[src/rtl/pool2x2_stream.sv]
// Streaming 2x2 stride-2 pooling engine (average or max per frame) over an
// N x N signed raster; one row of partial window results is buffered.
module pool2x2_stream #(
  parameter int N  = 28,
  parameter int DW = 16
) (
  input  logic                 clk,
  input  logic                 rst_n,
  input  logic                 start,
  input  logic                 mode,
  input  logic                 in_valid,
  input  logic signed [DW-1:0] in_pixel,
  output logic                 in_ready,
  output logic                 out_valid,
  output logic signed [DW-1:0] out_pixel,
  output logic                 busy,
  output logic                 finish,
  output logic [1:0]           state_dbg
);

  // Handshake: a pixel transfers on a rising edge where in_valid && in_ready;
  // in_ready depends only on state. Outputs have no backpressure.

  localparam int CW = $clog2(N);
  localparam int HW = (N > 2) ? $clog2(N / 2) : 1;
  localparam int LD = 1 << HW;
  localparam logic [CW-1:0] LAST = CW'(N - 1);

  generate
    if ((N % 2) != 0 || N < 2) begin : g_bad_param
      $error("pool2x2_stream: N must be even and >= 2");
    end
  endgenerate

  typedef enum logic [1:0] {IDLE = 2'd0, RUN = 2'd1, DONE = 2'd2} state_t;

  state_t                state;
  logic [CW-1:0]         r;
  logic [CW-1:0]         c;
  logic signed [DW-1:0]  hold;
  logic                  mode_q;
  logic signed [DW:0]    lb [LD];

  logic                  accept;
  logic [CW-1:0]         c_half;
  logic [HW-1:0]         lb_idx;
  logic signed [DW:0]    pair_sum;
  logic signed [DW-1:0]  pair_max;
  logic signed [DW:0]    lb_rd;
  logic signed [DW-1:0]  lb_max;
  logic signed [DW+1:0]  quad_sum;
  logic signed [DW+1:0]  quad_shr;
  logic signed [DW-1:0]  quad_max;

  assign accept    = in_valid && (state == RUN);
  assign in_ready  = (state == RUN);
  assign busy      = (state == RUN);
  assign state_dbg = state;

  assign c_half   = c >> 1;
  assign lb_idx   = c_half[HW-1:0];
  assign pair_sum = {hold[DW-1], hold} + {in_pixel[DW-1], in_pixel};
  assign pair_max = (in_pixel > hold) ? in_pixel : hold;
  assign lb_rd    = lb[lb_idx];
  assign lb_max   = lb_rd[DW-1:0];
  // Four DW-bit values sum into DW+2 bits; >>> 2 floors toward -inf and always fits DW.
  assign quad_sum = {pair_sum[DW], pair_sum} + {lb_rd[DW], lb_rd};
  assign quad_shr = quad_sum >>> 2;
  assign quad_max = (lb_max > pair_max) ? lb_max : pair_max;

  // Top-row pair results; contents are don't-care out of reset.
  always_ff @(posedge clk) begin
    if (accept && c[0] && !r[0]) begin
      lb[lb_idx] <= mode_q ? {pair_max[DW-1], pair_max} : pair_sum;
    end
  end

  always_ff @(posedge clk or negedge rst_n) begin
    if (!rst_n) begin
      state     <= IDLE;
      r         <= '0;
      c         <= '0;
      hold      <= '0;
      mode_q    <= 1'b0;
      out_valid <= 1'b0;
      out_pixel <= '0;
      finish    <= 1'b0;
    end else begin
      out_valid <= 1'b0;
      finish    <= 1'b0;
      case (state)
        IDLE: begin
          if (start) begin
            mode_q <= mode;
            r      <= '0;
            c      <= '0;
            state  <= RUN;
          end
        end
        RUN: begin
          if (accept) begin
            if (c == LAST) begin
              c <= '0;
              r <= r + 1'b1;
            end else begin
              c <= c + 1'b1;
            end
            if (!c[0]) begin
              hold <= in_pixel;
            end else if (r[0]) begin
              out_valid <= 1'b1;
              out_pixel <= mode_q ? quad_max : quad_shr[DW-1:0];
            end
            if (c == LAST && r == LAST) begin
              state  <= DONE;
              finish <= 1'b1;
            end
          end
        end
        DONE:    state <= IDLE;
        default: state <= IDLE;
      endcase
    end
  end

endmodule

[config.mk]
export PLATFORM = sky130hd
export DESIGN_NAME = pool2x2_stream
export DESIGN_NICKNAME = d
export VERILOG_FILES = /design/src/rtl/pool2x2_stream.sv
export SDC_FILE = /design/constraint.sdc
export NUM_CORES = 1
export LEC_CHECK = 0
export ABC_AREA = 1
export BUFFER_PORTS_ARGS = -buffer_cell sky130_fd_sc_hd__buf_2
export CORE_ASPECT_RATIO = 1.75
export CORE_UTILIZATION = 31
export CTS_CLUSTER_DIAMETER = 100
export DETAILED_ROUTE_END_ITERATION = 8
export PLACE_DENSITY_LB_ADDON = 0.12
export SYNTH_ARGS = -nofsm -noshare
export SYNTH_HDL_FRONTEND = slang
export SYNTH_SLANG_ARGS = --single-unit
[constraint.sdc]
create_clock -name clk -period 5.04 [get_ports clk]
set_clock_uncertainty 0.1 [all_clocks]
set_input_delay 1.008 -clock clk [delete_from_list [all_inputs] [get_ports clk]]
set_output_delay 1.008 -clock clk [all_outputs]
set_load 0.01 [all_outputs]
=== After elaboration in Yosys (flattened, before gate mapping) ===
Memories as Yosys holds them, arrays and structs flattened.
Cells that the tools add are included.

* RAM bits: 272
* Register bits: 47
* Output and inout port bits: 22
* Logic and storage cells: 60
* Memories kept: 1
* Input port bits: 21

{| class="wikitable"
|+ Memories
! memory !! depth !! width !! read ports !! clocked after Yosys merged registers in !! wr ports !! RTL line !! source
|-
| lb || 16 || 17 || 1 || 0 || 1 || 42 || <nowiki>logic signed [DW:0] lb [LD];</nowiki>
|}

* Reductions and logical operators: 13
* $add $sub $neg: 4
* $lt $le $gt $ge: 2
* Bitwise operators: 1
* Equal/unequal tests: 7
* Mux-type cells: 24

{| class="wikitable"
|+ Operators by type and width
! cell !! number
|-
| $mux W16 || 3
|-
| $gt A16 B16 Y1 || 2
|-
| $mux W5 || 5
|-
| $pmux W5 S2 || 2
|-
| $add A17 B17 Y18 || 1
|-
| $add A16 B16 Y17 || 1
|-
| $mux W17 || 1
|-
| $add A5 B1 Y5 const B || 2
|-
| $eq A5 B5 Y1 const B || 2
|-
| $mux W1 || 9
|-
| $reduce_and A3 Y1 || 3
|-
| $reduce_and A4 Y1 || 2
|-
| $mux W2 || 3
|-
| $ne A2 B1 Y1 const B || 3
|-
| $logic_and A1 B1 Y1 || 4
|-
| $pmux W2 S2 || 1
|-
| $eq A2 B1 Y1 const B || 1
|-
| $logic_not A2 Y1 || 1
|-
| $ne A2 B2 Y1 const B || 1
|-
| $reduce_and A2 Y1 || 1
|-
| $reduce_bool A2 Y1 || 1
|-
| $logic_not A1 Y1 || 1
|-
| $not A1 Y1 || 1
|}

=== Logic depth before layout (Yosys ltp) ===
Gate-level depths: netlist of the first run.

* Depth after elaboration: 6
* Depth in mapped cells: 33
* Gate-level depth less buffers: 31

=== Worst setup path before layout of the first run ===
No wires, ideal clock.

* Kind: input to register
* Start: input in_pixel[9]
* End: register out_pixel[9]
* Required time: 4.823 ns
* Buffers on the path: 2
* Cell stages on the path: 24
* Slack: 0.808 ns
* Arrival: 4.014 ns
* Library setup time: 0.117 ns
* Cell sequence: ha_1 -> inv_1 -> nor4_2 -> nand2_1 -> nand2_2 -> xor2_4 -> nand2_4 -> buf_2 -> nand2_1 -> and2_1 -> ha_1 -> nand2_1 -> inv_1 -> o21ai_0 -> nand2_1 -> nor2_1 -> nand3_1 -> nand3_1 -> clkbuf_1 -> inv_1 -> o21bai_1 -> nand2_1 -> nand2_1 -> nand2_1

* Longest elaborated chain between the ends: 5
* Elaborated cells between the ends (all ways): 7
* Classes of those cells: add/sub: 2; order compare: 2; mux: 3

{| class="wikitable"
|+ Ends and longest elaborated chain
! item !! RTL line !! source
|-
| start: declaration || 12 || <nowiki>input logic signed [DW-1:0] in_pixel,</nowiki>
|-
| $gt A16 B16 Y1 || 63 || <nowiki>assign pair_max = (in_pixel > hold) ? in_pixel : hold;</nowiki>
|-
| $mux W16 || 63 ||
|-
| $gt A16 B16 Y1 || 69 || <nowiki>assign quad_max = (lb_max > pair_max) ? lb_max : pair_max;</nowiki>
|-
| $mux W16 || 69 ||
|-
| $mux W16 * || 112 || <nowiki>out_pixel <= mode_q ? quad_max : quad_shr[DW-1:0];</nowiki>
|-
| end signal: assignment || 112 ||
|-
| end: declaration || 15 || <nowiki>output logic signed [DW-1:0] out_pixel,</nowiki>
|}

Every way passes the cells marked *; elsewhere a longest branch is shown, timed or not.
A chain may end at the register's enable or synchronous reset.

=== Worst setup path in the final report of the first run ===
* Start: input in_pixel[2]
* End: register out_pixel[14]

Same word-level chain as after synthesis.

==> results of run 1 <==
==> kinds of logic after synthesis <==
logic type / Yosys count
AO/OA/AOI/OAI: 301
XOR/XNOR: 15
adder cells (fa/ha/maj): 67
buffers and inverters: 159
flip-flops: 319
AND/OR/NAND/NOR: 545
==> registers in the layout, indices dropped and copies added, names as in the netlist <==
name and cells:
out_pixel 16, finish 1, lb 272, r 5, mode_q 1, out_valid 1, c 5, hold 16
state_dbg 2
==> layout by cell type (no fill, tap or decap), drive strengths merged, types with 4 or more instances in the layout <==
cell / n
o21ai: 78
dfrtp: 47
nand3: 50
a31oi: 7
or2: 7
xor2: 14
nand4: 21
nor3: 23
a22oi: 120
a21oi: 78
nand2: 340
inv: 108
clkbuf: 38
clkinv: 15
nor4: 4
buf: 164
edfxtp: 272
and2: 7
ha: 66
nor2: 88
==> per-layer routing <==
layer  wire length (um)  vias to the layer above
met5                  0                        -
met4               1317                        0
met3               1156                       67
met2              26800                      183
met1              17320                     5408
li1                   -                     5305
==> path summary, 6_finish.rpt <==
check,end,slack (ns),depth (start not counted)
setup / recovery,out_pixel[14]$_DFFE_PN0P_,0.41,26
hold / removal,out_pixel[15]$_DFFE_PN0P_,0.38,2
setup reg to reg,out_pixel[14]$_DFFE_PN0P_,0.51,26
hold reg to reg,out_pixel[15]$_DFFE_PN0P_,0.38,2
max in group asynchronous,hold[6]$_DFFE_PN0P_,3.92,2
min in group asynchronous,r[4]$_DFFE_PN0P_,0.44,2
==> per-stage QoR <==
stage	instances	area, sq um	hold slack [ns]
detailed placement	2166	16960	0.3688
floorplan	1406	15130	0.3782
global placement	2166	16960	0.3643
CTS	2224	17920	0.3837
finish	2224	17920	0.3769
global route	2224	17920	0.4076
==> cell type report <==
cell class                      count  area, sq um  area share (%)
Sequential cell                   319         9344           52.13
Multi-Input combinational cell    928         5206           29.05
Timing Repair Buffer              164         1201           6.701
Tap cell                          648        810.8           4.523
Clock buffer                       38        802.0           4.474
Inverter                          107        401.6           2.241
Clock inverter                     20        158.9          0.8865
==> critical path, stage by stage <==
cell and delay [ns]:
buf_2 0.11, ha_1 0.28, buf_4 0.11, inv_1 0.06, a21oi_1 0.17, nand2_1 0.07, nand2_1 0.08, nand2_1 0.07
nand2_1 0.06, nand2_1 0.07, nand2_1 0.07, nand2_1 0.07, a21boi_0 0.49, o21bai_1 0.14, xor2_1 0.28, ha_1 0.37
a21oi_1 0.16, inv_1 0.07, a31oi_1 0.25, nor2_1 0.10, a2111oi_0 0.42, buf_4 0.20, nand2_1 0.05, nand2_1 0.06
nand3_1 0.08, a21oi_1 0.15
==> results by group, run 1 <==
Synthesis
  – Warnings from Yosys: 0
  – Synthesized area: 15,130 sq um
  – Top cells by count, synth: nand2_1, edfxtp_1, a22oi_1, inv_1, nor2_1
  – Ys flop type: edfxtp_1
  – Post-Synth Simple-Gate Area: 15.08%
  – XOR/XNOR Fraction of Synth Area: 0.9922%
  – Post-synthesis async set-or-reset flop share: 14.73%
  – Cell accounting for the most synthesized area: edfxtp_1
  – Mapped Cells: 1,406
  – Mapped Avg Cell Area: 10.76 sq um
  – Largest cells by area after synthesis: edfxtp_1, nand2_1, dfrtp_1
  – Synth Area in Compound Gates: 12.34%
  – Synth top area share: 53.98%
  – Most numerous cell in the Yosys netlist: nand2_1
  – Synth Register Bits: 319
  – Largest family of logic cells by synthesized area: simple AND/OR/NAND/NOR gates
  – Distinct cells, synth: 47
  – Syn nets: 1,494
  – Sequential share of the synthesized area: 61.75%
  – Post-synthesis adder-cell area fraction: 5.590%
  – Post-synthesis mux area share: 0%
  – EDFF count, synth: 272

Floorplanning
  – Num rows: 106
  – Total die area: 49,730 sq um
  – Initial Util: 31.52%
  – Die W: 169.0 um
  – Core Area: 48,010 sq um
  – I/O pin total: 43
  – Die H: 294.3 um

STA
  – Slew @ Worst Pin: 0.9955 ns
  – Setup_tns: 0 ns
  – Fmax: 215.8 MHz
  – Setup ws final: 0.4054 ns
  – Period utilization: 91.96%
  – Crit path time final: 4.635 ns
  – Max_slew headroom: 33.39%
  – Final Setup Violations: 0
  – Final Max Tran Viols: 0
  – RSZ-0062 raised after global routing: false
  – Final Hold Vio Count: 0

Global route
  – Global route total overflow: 0
  – Initial antenna violation count: 0
  – Met3 global-route usage: 1.705%
  – Met2 Track Usage GR: 39.03%
  – Largest net degree at the start of global routing: 48
  – Met1 usage: 19.12%
  – First-pass GRT wire length: 69,130 um
  – Gr usage total: 18.87%
  – Grt peak-use layer: met2
  – Number of global-route vias before repair: 11,400

Clock tree
  – H-tree levels: 1
  – CTS tree: yes
  – CTS Sinks: 319
  – CTS root buffer: clkbuf_16
  – Worst-Skew Late Latency: 0.59 ns
  – Resized cells post-CTS: 0
  – Setup Fix Bufs, Post-CTS: 0
  – Num CTS Buffers: 31
  – Clk slew on worst S/H paths: 0.06 ns
  – CTS max path bufs: 3
  – Hold-fix buffers, CTS: 0

Critical path
  – Data required time of the worst path: 5.45 ns
  – Max FO, Critical Path: 5
  – Worst endpoint data arrival time: 5.05 ns
  – Worst setup EP type: flip-flop
  – Worst setup SP type: primary input
  – Worst Path Class, Setup: in2reg
  – CP startpoint: in_pixel[2]
  – Reg-to-Reg Start: hold[2]$_DFFE_PN0P_

Finish
  – Fin nets: 1,639
  – ANT cells: 0
  – Core Util, Final: 37.33%
  – Area delta synth->final: 18.46%
  – Fillers: 4,845
  – Layout cells sized above 1: 15.16%

Worst hold path
  – Hold_sp: out_pixel[15]$_DFFE_PN0P_
  – Worst hold-check path type: reg2reg

Run status
  – Outcome: complete, no violations

Placed design
  – Pre-CTS setup slack: -0.2920 ns
  – Final HPWL DP: 33,440 um
  – GP Congestion: 0.8800
  – Number of port buffers: 42

Job
  – MaxCap Viol Count: 0

Drt
  – WL/cell: 20.95 um
  – Residual DRC: 0
  – Total number of vias: 10,960
  – Via-to-Cell Ratio: 4.929
  – First-pass DRT Iterations: 5
  – Final ANT Viol Nets: 0
  – Drt total wl: 46,600 um
  – DR iter-0 viols: 590
Power of run 1 is left out: the tool's default activity adds up to more than one toggle a clock period on the data nets, which glitch-free logic cannot reach.
==> inputs of run 2 (changes only) <==
--- a/config.mk
+++ b/config.mk
@@ -7,11 +7,11 @@
 export LEC_CHECK = 0
 export ABC_AREA = 1
 export BUFFER_PORTS_ARGS = -buffer_cell sky130_fd_sc_hd__buf_2
-export CORE_ASPECT_RATIO = 1.75
-export CORE_UTILIZATION = 31
+export CORE_ASPECT_RATIO = 1.2
+export CORE_UTILIZATION = 35
 export CTS_CLUSTER_DIAMETER = 100
 export DETAILED_ROUTE_END_ITERATION = 8
-export PLACE_DENSITY_LB_ADDON = 0.12
+export PLACE_DENSITY = 0.53
 export SYNTH_ARGS = -nofsm -noshare
 export SYNTH_HDL_FRONTEND = slang
 export SYNTH_SLANG_ARGS = --single-unit
==> run 2 against run 1 <==
Compared with the run above: sequential cell count unchanged; die area decreased by 11%; hold slack improved by 0.020 ns; fmax is 2.8% higher; critical path depth decreased by 2; first-iteration DRC count grew 40%; utilization rose by 3.5 points.
==> results by group, run 2 (synthesis gave the netlist of run 1 again) <==
Run status
  – Outcome: complete, no violations

STA
  – Final Hold Vio Count: 0 (unchanged)
  – Setup_tns: 0 ns (unchanged)
  – Final Max Tran Viols: 0 (unchanged)
  – Final Setup Violations: 0 (unchanged)
  – Slew @ Worst Pin: 0.9956 ns (+0.00008383 ns)
  – RSZ-0062 raised after global routing: false
  – Max_slew headroom: 33.55% (+0.17 points)
  – Crit path time final: 4.506 ns (-0.1283 ns)
  – Fmax: 221.9 MHz (+2.8%)
  – Period utilization: 89.41% (-2.5 points)

Critical path
  – Max FO, Critical Path: 5 (unchanged)
  – Worst path cell trace: buf_2, ha_1, inv_1, a21oi_1, nand2_1, nand2_1, nand2_1, nand2_1, nand2_1, nand2_1, nand2_1, a21boi_0, o21bai_1, xor2_1, ha_1, a21oi_1, inv_1, a31oi_1, nor2_1, a2111oi_0, nand2_1, nand2_1, nand3_1, a21oi_1
  – Reg2Reg Depth: 21 (-19%)
  – Worst Path Class, Setup: in2reg
  – Crit path largest cell delay: 0.50 ns (about the same)
  – Worst endpoint data arrival time: 4.86 ns (-0.19 ns)
  – Worst setup EP type: flip-flop
  – Worst reg-to-reg setup slack: 0.68 ns (+0.17 ns)
  – CP Buf/Inv Count: 3 (-2)
  – Worst setup SP type: primary input
  – CP most frequent cell: nand2_1
  – Delay-heaviest family, CP: compound AO/OA/AOI/OAI gates
  – Reg-to-Reg Start: c[2]$_DFFE_PN0P_
  – Data required time of the worst path: 5.40 ns (-0.05 ns)
  – Worst path slowest cell: a2111oi_0
  – FF-to-FF End: out_pixel[10]$_DFFE_PN0P_

Worst hold path
  – Worst hold-check path type: reg2reg
  – Hold endpoint: out_pixel[11]$_DFFE_PN0P_
  – Hold_sp: out_pixel[11]$_DFFE_PN0P_
  – Worst hold stages: 2 (unchanged)

Finish
  – Biggest register: lb
  – Max reg flops: 272 (unchanged)
  – Most frequent cells in the layout: nand2_1, edfxtp_1, a22oi_1
  – Fin nets: 1,583 (-3.4%)
  – Regs by FF count: lb (272), hold (16), out_pixel (16)
  – ANT cells: 0 (unchanged)
  – Multi-input logic area: 5206 sq um (unchanged)
  – Register area: 9344 sq um (unchanged)
  – Area delta synth->final: 15.25%
  – Most common cell after layout, fill and taps aside: nand2_1
  – Fillers: 4,058 (-16%)
  – Layout cells sized above 1: 11.87% (-3.3 points)

Drt
  – WL/cell: 20.30 um (-3.1%)
  – Residual DRC: 0 (unchanged)
  – Via-to-Cell Ratio: 5.210 (+5.7%)
  – Final ANT Viol Nets: 0 (unchanged)
  – DR iter-0 viols: 824 (+40%)
  – First-pass DRT Iterations: 5 (unchanged)
  – Total number of vias: 10,780 (-1.7%)
  – Drt total wl: 41,980 um (-9.9%)

Clock tree
  – CTS tree: yes
  – H-tree levels: 2 (+1)
  – Num CTS Buffers: 35 (+13%)
  – Clk slew on worst S/H paths: 0.06 ns (about the same)
  – Worst-Skew Late Latency: 0.54 ns (-0.05 ns)
  – Setup Fix Bufs, Post-CTS: 0 (unchanged)
  – Resized cells post-CTS: 0 (unchanged)
  – CTS Sinks: 319 (unchanged)
  – CTS root buffer: clkbuf_16
  – CTS max path bufs: 3 (unchanged)
  – Hold-fix buffers, CTS: 0 (unchanged)

Floorplanning
  – Die H: 229.8 um (-22%)
  – Total die area: 44,070 sq um (-11%)
  – Num rows: 83 (-22%)
  – Initial Util: 35.45% (+3.9 points)
  – Die W: 191.8 um (+13%)
  – Core Area: 42,680 sq um (-11%)
  – I/O pin total: 43 (unchanged)

Global route
  – Gr usage total: 19.46% (+0.59 points)
  – Largest net degree at the start of global routing: 54 (+13%)
  – Global route total overflow: 0 (unchanged)
  – Initial antenna violation count: 0 (unchanged)
  – Number of global-route vias before repair: 10,890 (-4.5%)
  – First-pass GRT wire length: 64,640 um (-6.5%)

Placed design
  – GP Congestion: 0.8815 (+0.17%)
  – Final HPWL DP: 28,020 um (-16%)
  – Number of port buffers: 42 (unchanged)

Job
  – MaxCap Viol Count: 0 (unchanged)
run 2: area by class of cell:
class / instances / area share [%]
sequential: 319 / 53.58
multi-input combinational: 928 / 29.85
clock buffer: 44 / 5.338
timing repair buffer: 104 / 4.161
tap: 552 / 3.960
inverter: 107 / 2.303
clock inverter: 14 / 0.8036
run 2: tightest hold or removal path, stage by stage (launching register included):
cell and delay (ns):
dfrtp_1 0.35, nand2_1 0.06, nand2_1 0.06
run 2: stage by stage:
stage	worst slack [ns]	util [%]	cells	cell area (sq um)	hold WS [ns]
after floorplan	0.8084	-	1406	15130	0.3782
after global placement	0.08977	38.35	2010	16370	0.3883
after detailed placement	0.05025	38.35	2010	16370	0.3835
after CTS	0.6132	40.86	2068	17440	0.4056
after global routing	0.2406	40.86	2068	17440	0.4316
final	0.5336	40.86	2068	17440	0.3972
run 2: worst max path at each step:
stage,slack [ns],depth (start not counted),from,to
floorplan,0.81,24,in_pixel[9],out_pixel[9]$_DFFE_PN0P_
global placement,0.09,24,in_pixel[2],out_pixel[14]$_DFFE_PN0P_
detailed placement,0.05,24,in_pixel[2],out_pixel[14]$_DFFE_PN0P_
CTS,0.61,24,in_pixel[2],out_pixel[14]$_DFFE_PN0P_
global route,0.24,24,in_pixel[0],out_pixel[15]$_DFFE_PN0P_
finish,0.53,24,in_pixel[2],out_pixel[14]$_DFFE_PN0P_
run 2: layer usage:
layer | vias up | wire (um) | share of wire (%) | track usage, %
met2 | 209 | 21450 | 51 | 34.63
met5 | - | 0 | 0 | 0
li1 | 5194 | - | - | -
met1 | 5301 | 17780 | 42 | 24.19
met3 | 71 | 1716 | 4.1 | 2.778
met4 | 0 | 1035 | 2.5 | 5.655
Power of run 2 is left out for the same reason.
==> inputs of run 3 (changes only) <==
--- a/config.mk
+++ b/config.mk
@@ -8,10 +8,11 @@
 export ABC_AREA = 1
 export BUFFER_PORTS_ARGS = -buffer_cell sky130_fd_sc_hd__buf_2
 export CORE_ASPECT_RATIO = 1.2
-export CORE_UTILIZATION = 35
+export CORE_UTILIZATION = 40
 export CTS_CLUSTER_DIAMETER = 100
+export CTS_CLUSTER_SIZE = 25
 export DETAILED_ROUTE_END_ITERATION = 8
-export PLACE_DENSITY = 0.53
+export PLACE_DENSITY_LB_ADDON = 0.1
 export SYNTH_ARGS = -nofsm -noshare
 export SYNTH_HDL_FRONTEND = slang
 export SYNTH_SLANG_ARGS = --single-unit
==> run 3 against run 2 <==
Compared with the run above: the run now ends with design-rule violations left; setup slack got worse by 0.0062 ns; non-clock buffer count rose by 13; fmax fell by 0.14%; sequential cell count did not move; sequential share of layout area rose by 1.7 points; utilization rose by 4.7 points; final cell count fell by 4.9%; highest routed layer unchanged; clock-buffer cell count fell by 26; via count fell by 1.3%; first-iteration DRC count rose by 7.6%.
==> results by group, run 3 (synthesis gave the netlist of run 1 again) <==
Run status
  – Outcome: finished, violations left
  – Violated checks: design-rule violations

Drt
  – First-pass DRT Iterations: 7 (+2)
  – Drt total wl: 41,350 um (-1.5%)
  – Total number of vias: 10,630 (-1.3%)
  – DR iter-0 viols: 887 (+7.6%)
  – WL/cell: 21.03 um (+3.6%)
  – Final ANT Viol Nets: 0 (unchanged)
  – Via-to-Cell Ratio: 5.408 (+3.8%)
  – Residual DRC: 5 (+5)

STA
  – Slew @ Worst Pin: 0.8160 ns (-0.1796 ns)
  – Crit path time final: 4.513 ns (+0.006159 ns)
  – Final Hold Vio Count: 0 (unchanged)
  – Final Max Tran Viols: 0 (unchanged)
  – RSZ-0062 raised after global routing: false
  – Fmax: 221.6 MHz (-0.14%)
  – Max_slew headroom: 45.18% (+12 points)
  – Final Setup Violations: 0 (unchanged)
  – Period utilization: 89.53% (+0.12 points)
  – Setup_tns: 0 ns (unchanged)

Clock tree
  – Setup Fix Bufs, Post-CTS: 0 (unchanged)
  – Clk slew on worst S/H paths: 0.10 ns (+0.04 ns)
  – CTS root buffer: clkbuf_16
  – Worst-Skew Late Latency: 0.52 ns (-0.02 ns)
  – CTS Sinks: 319 (unchanged)
  – Hold-fix buffers, CTS: 0 (unchanged)
  – H-tree levels: 1 (-1)
  – Num CTS Buffers: 17 (-51%)
  – CTS max path bufs: 3 (unchanged)
  – Resized cells post-CTS: 0 (unchanged)
  – CTS tree: yes

Floorplanning
  – Num rows: 77 (-7.2%)
  – Die H: 215.1 um (-6.4%)
  – Core Area: 37,090 sq um (-13%)
  – Total die area: 38,610 sq um (-12%)
  – Die W: 179.6 um (-6.4%)
  – I/O pin total: 43 (unchanged)
  – Initial Util: 40.80% (+5.3 points)

Global route
  – Initial antenna violation count: 0 (unchanged)
  – Largest net degree at the start of global routing: 48 (-11%)
  – Number of global-route vias before repair: 10,800 (-0.88%)
  – First-pass GRT wire length: 64,140 um (-0.78%)
  – Gr usage total: 21.90% (+2.4 points)
  – Global route total overflow: 0 (unchanged)

Critical path
  – Data required time of the worst path: 5.36 ns (-0.04 ns)
  – Worst Path Class, Setup: reg2reg
  – Worst path cell trace: nor2_4, buf_12, a22oi_1, a21oi_1, or2_2, or3_1, ha_1, nand2_1, inv_1, nand3_1, nor3_1, nand2_1, nand2_1, a21oi_1, and2_1, o21ai_0, nand2_1, nand2_1, nand2_1
  – CP most frequent cell: nand2_1
  – Worst setup EP type: flip-flop
  – Worst endpoint data arrival time: 4.83 ns (-0.03 ns)
  – Max FO, Critical Path: 38 (+33)
  – CP Buf/Inv Count: 2 (-1)
  – Worst path slowest cell: dfrtp_1
  – Delay-heaviest family, CP: simple AND/OR/NAND/NOR gates
  – Crit path largest cell delay: 0.81 ns (+0.31 ns)
  – Worst setup SP type: flip-flop

Finish
  – Multi-input logic area: 5206 sq um (unchanged)
  – Regs by FF count: lb (272), hold (16), out_pixel (16)
  – Biggest register: lb
  – Area delta synth->final: 11.63%
  – Most common cell after layout, fill and taps aside: nand2_1
  – Register area: 9344 sq um (unchanged)
  – Max reg flops: 272 (unchanged)
  – Fin nets: 1,578 (-0.32%)
  – Most frequent cells in the layout: nand2_1, edfxtp_1, a22oi_1
  – ANT cells: 0 (unchanged)
  – Layout cells sized above 1: 11.26% (-0.61 points)
  – Fillers: 3,449 (-15%)

Worst hold path
  – Worst hold-check path type: reg2reg

Placed design
  – Final HPWL DP: 28,180 um (+0.54%)
  – GP Congestion: 0.8994 (+2.0%)
  – Number of port buffers: 42 (unchanged)

Job
  – MaxCap Viol Count: 0 (unchanged)
## run 3: cell count changes in the layout (fill, tap and decap cells not counted), moves of 3 or more
cell | previous run | this run
buf_4 | 58 | 68
clkinv_1 | 7 | 2
clkbuf_16 | 36 | 17
buf_12 | 4 | 7
clkbuf_1 | 8 | 1
## run 3: layer usage
layer | vias up | track usage, % | wire length [um]
met1 | 5158 | 27.29 | 17380
li1 | 5169 | - | -
met4 | 0 | 7.500 | 1298
met3 | 62 | 1.915 | 1504
met2 | 244 | 39.79 | 21170
met5 | - | 0 | 0
## run 3: cell type report
type                    instances  area share (%)
repair buffers                117           5.096
flip-flops and latches        319           55.31
inverters                     107           2.378
clock inverters                 3          0.3407
clock buffers                  18           2.541
multi-input cells             928           30.82
well taps                     474           3.511
## run 3: path summary, 6_finish.rpt
path	startpoint	endpoint	slack, ns	cells past startpoint
worst min-delay path	out_pixel[8]$_DFFE_PN0P_	out_pixel[8]$_DFFE_PN0P_	0.39	2
worst max register to register	c[2]$_DFFE_PN0P_	out_pixel[11]$_DFFE_PN0P_	0.53	19
min in group asynchronous	rst_n	r[3]$_DFFE_PN0P_	0.48	2
worst min register to register	out_pixel[8]$_DFFE_PN0P_	out_pixel[8]$_DFFE_PN0P_	0.39	2
max in group asynchronous	rst_n	out_pixel[8]$_DFFE_PN0P_	3.89	2
worst max-delay path	c[2]$_DFFE_PN0P_	out_pixel[11]$_DFFE_PN0P_	0.53	19
## run 3: stage by stage
step	hold WS [ns]	instance area, sq um	setup WS (ns)	util [%]	cells
6_report	0.3880	16890	0.5275	45.54	1966
5_1_grt	0.3998	16890	0.03885	45.54	1966
4_1_cts	0.3925	16890	0.5443	45.54	1966
3_5_place_dp	0.3680	16410	0.004419	44.23	1945
3_3_place_gp	0.3661	16410	0.0002713	44.23	1945
2_1_floorplan	0.3782	15130	0.8084	-	1406
## run 3: worst min-delay path: cells and delay by family, from the launching register on
family	cells	cell delay, ns
DFF	1	0.36
and+or+nand+nor	2	0.10
Power of run 3 is left out for the same reason.
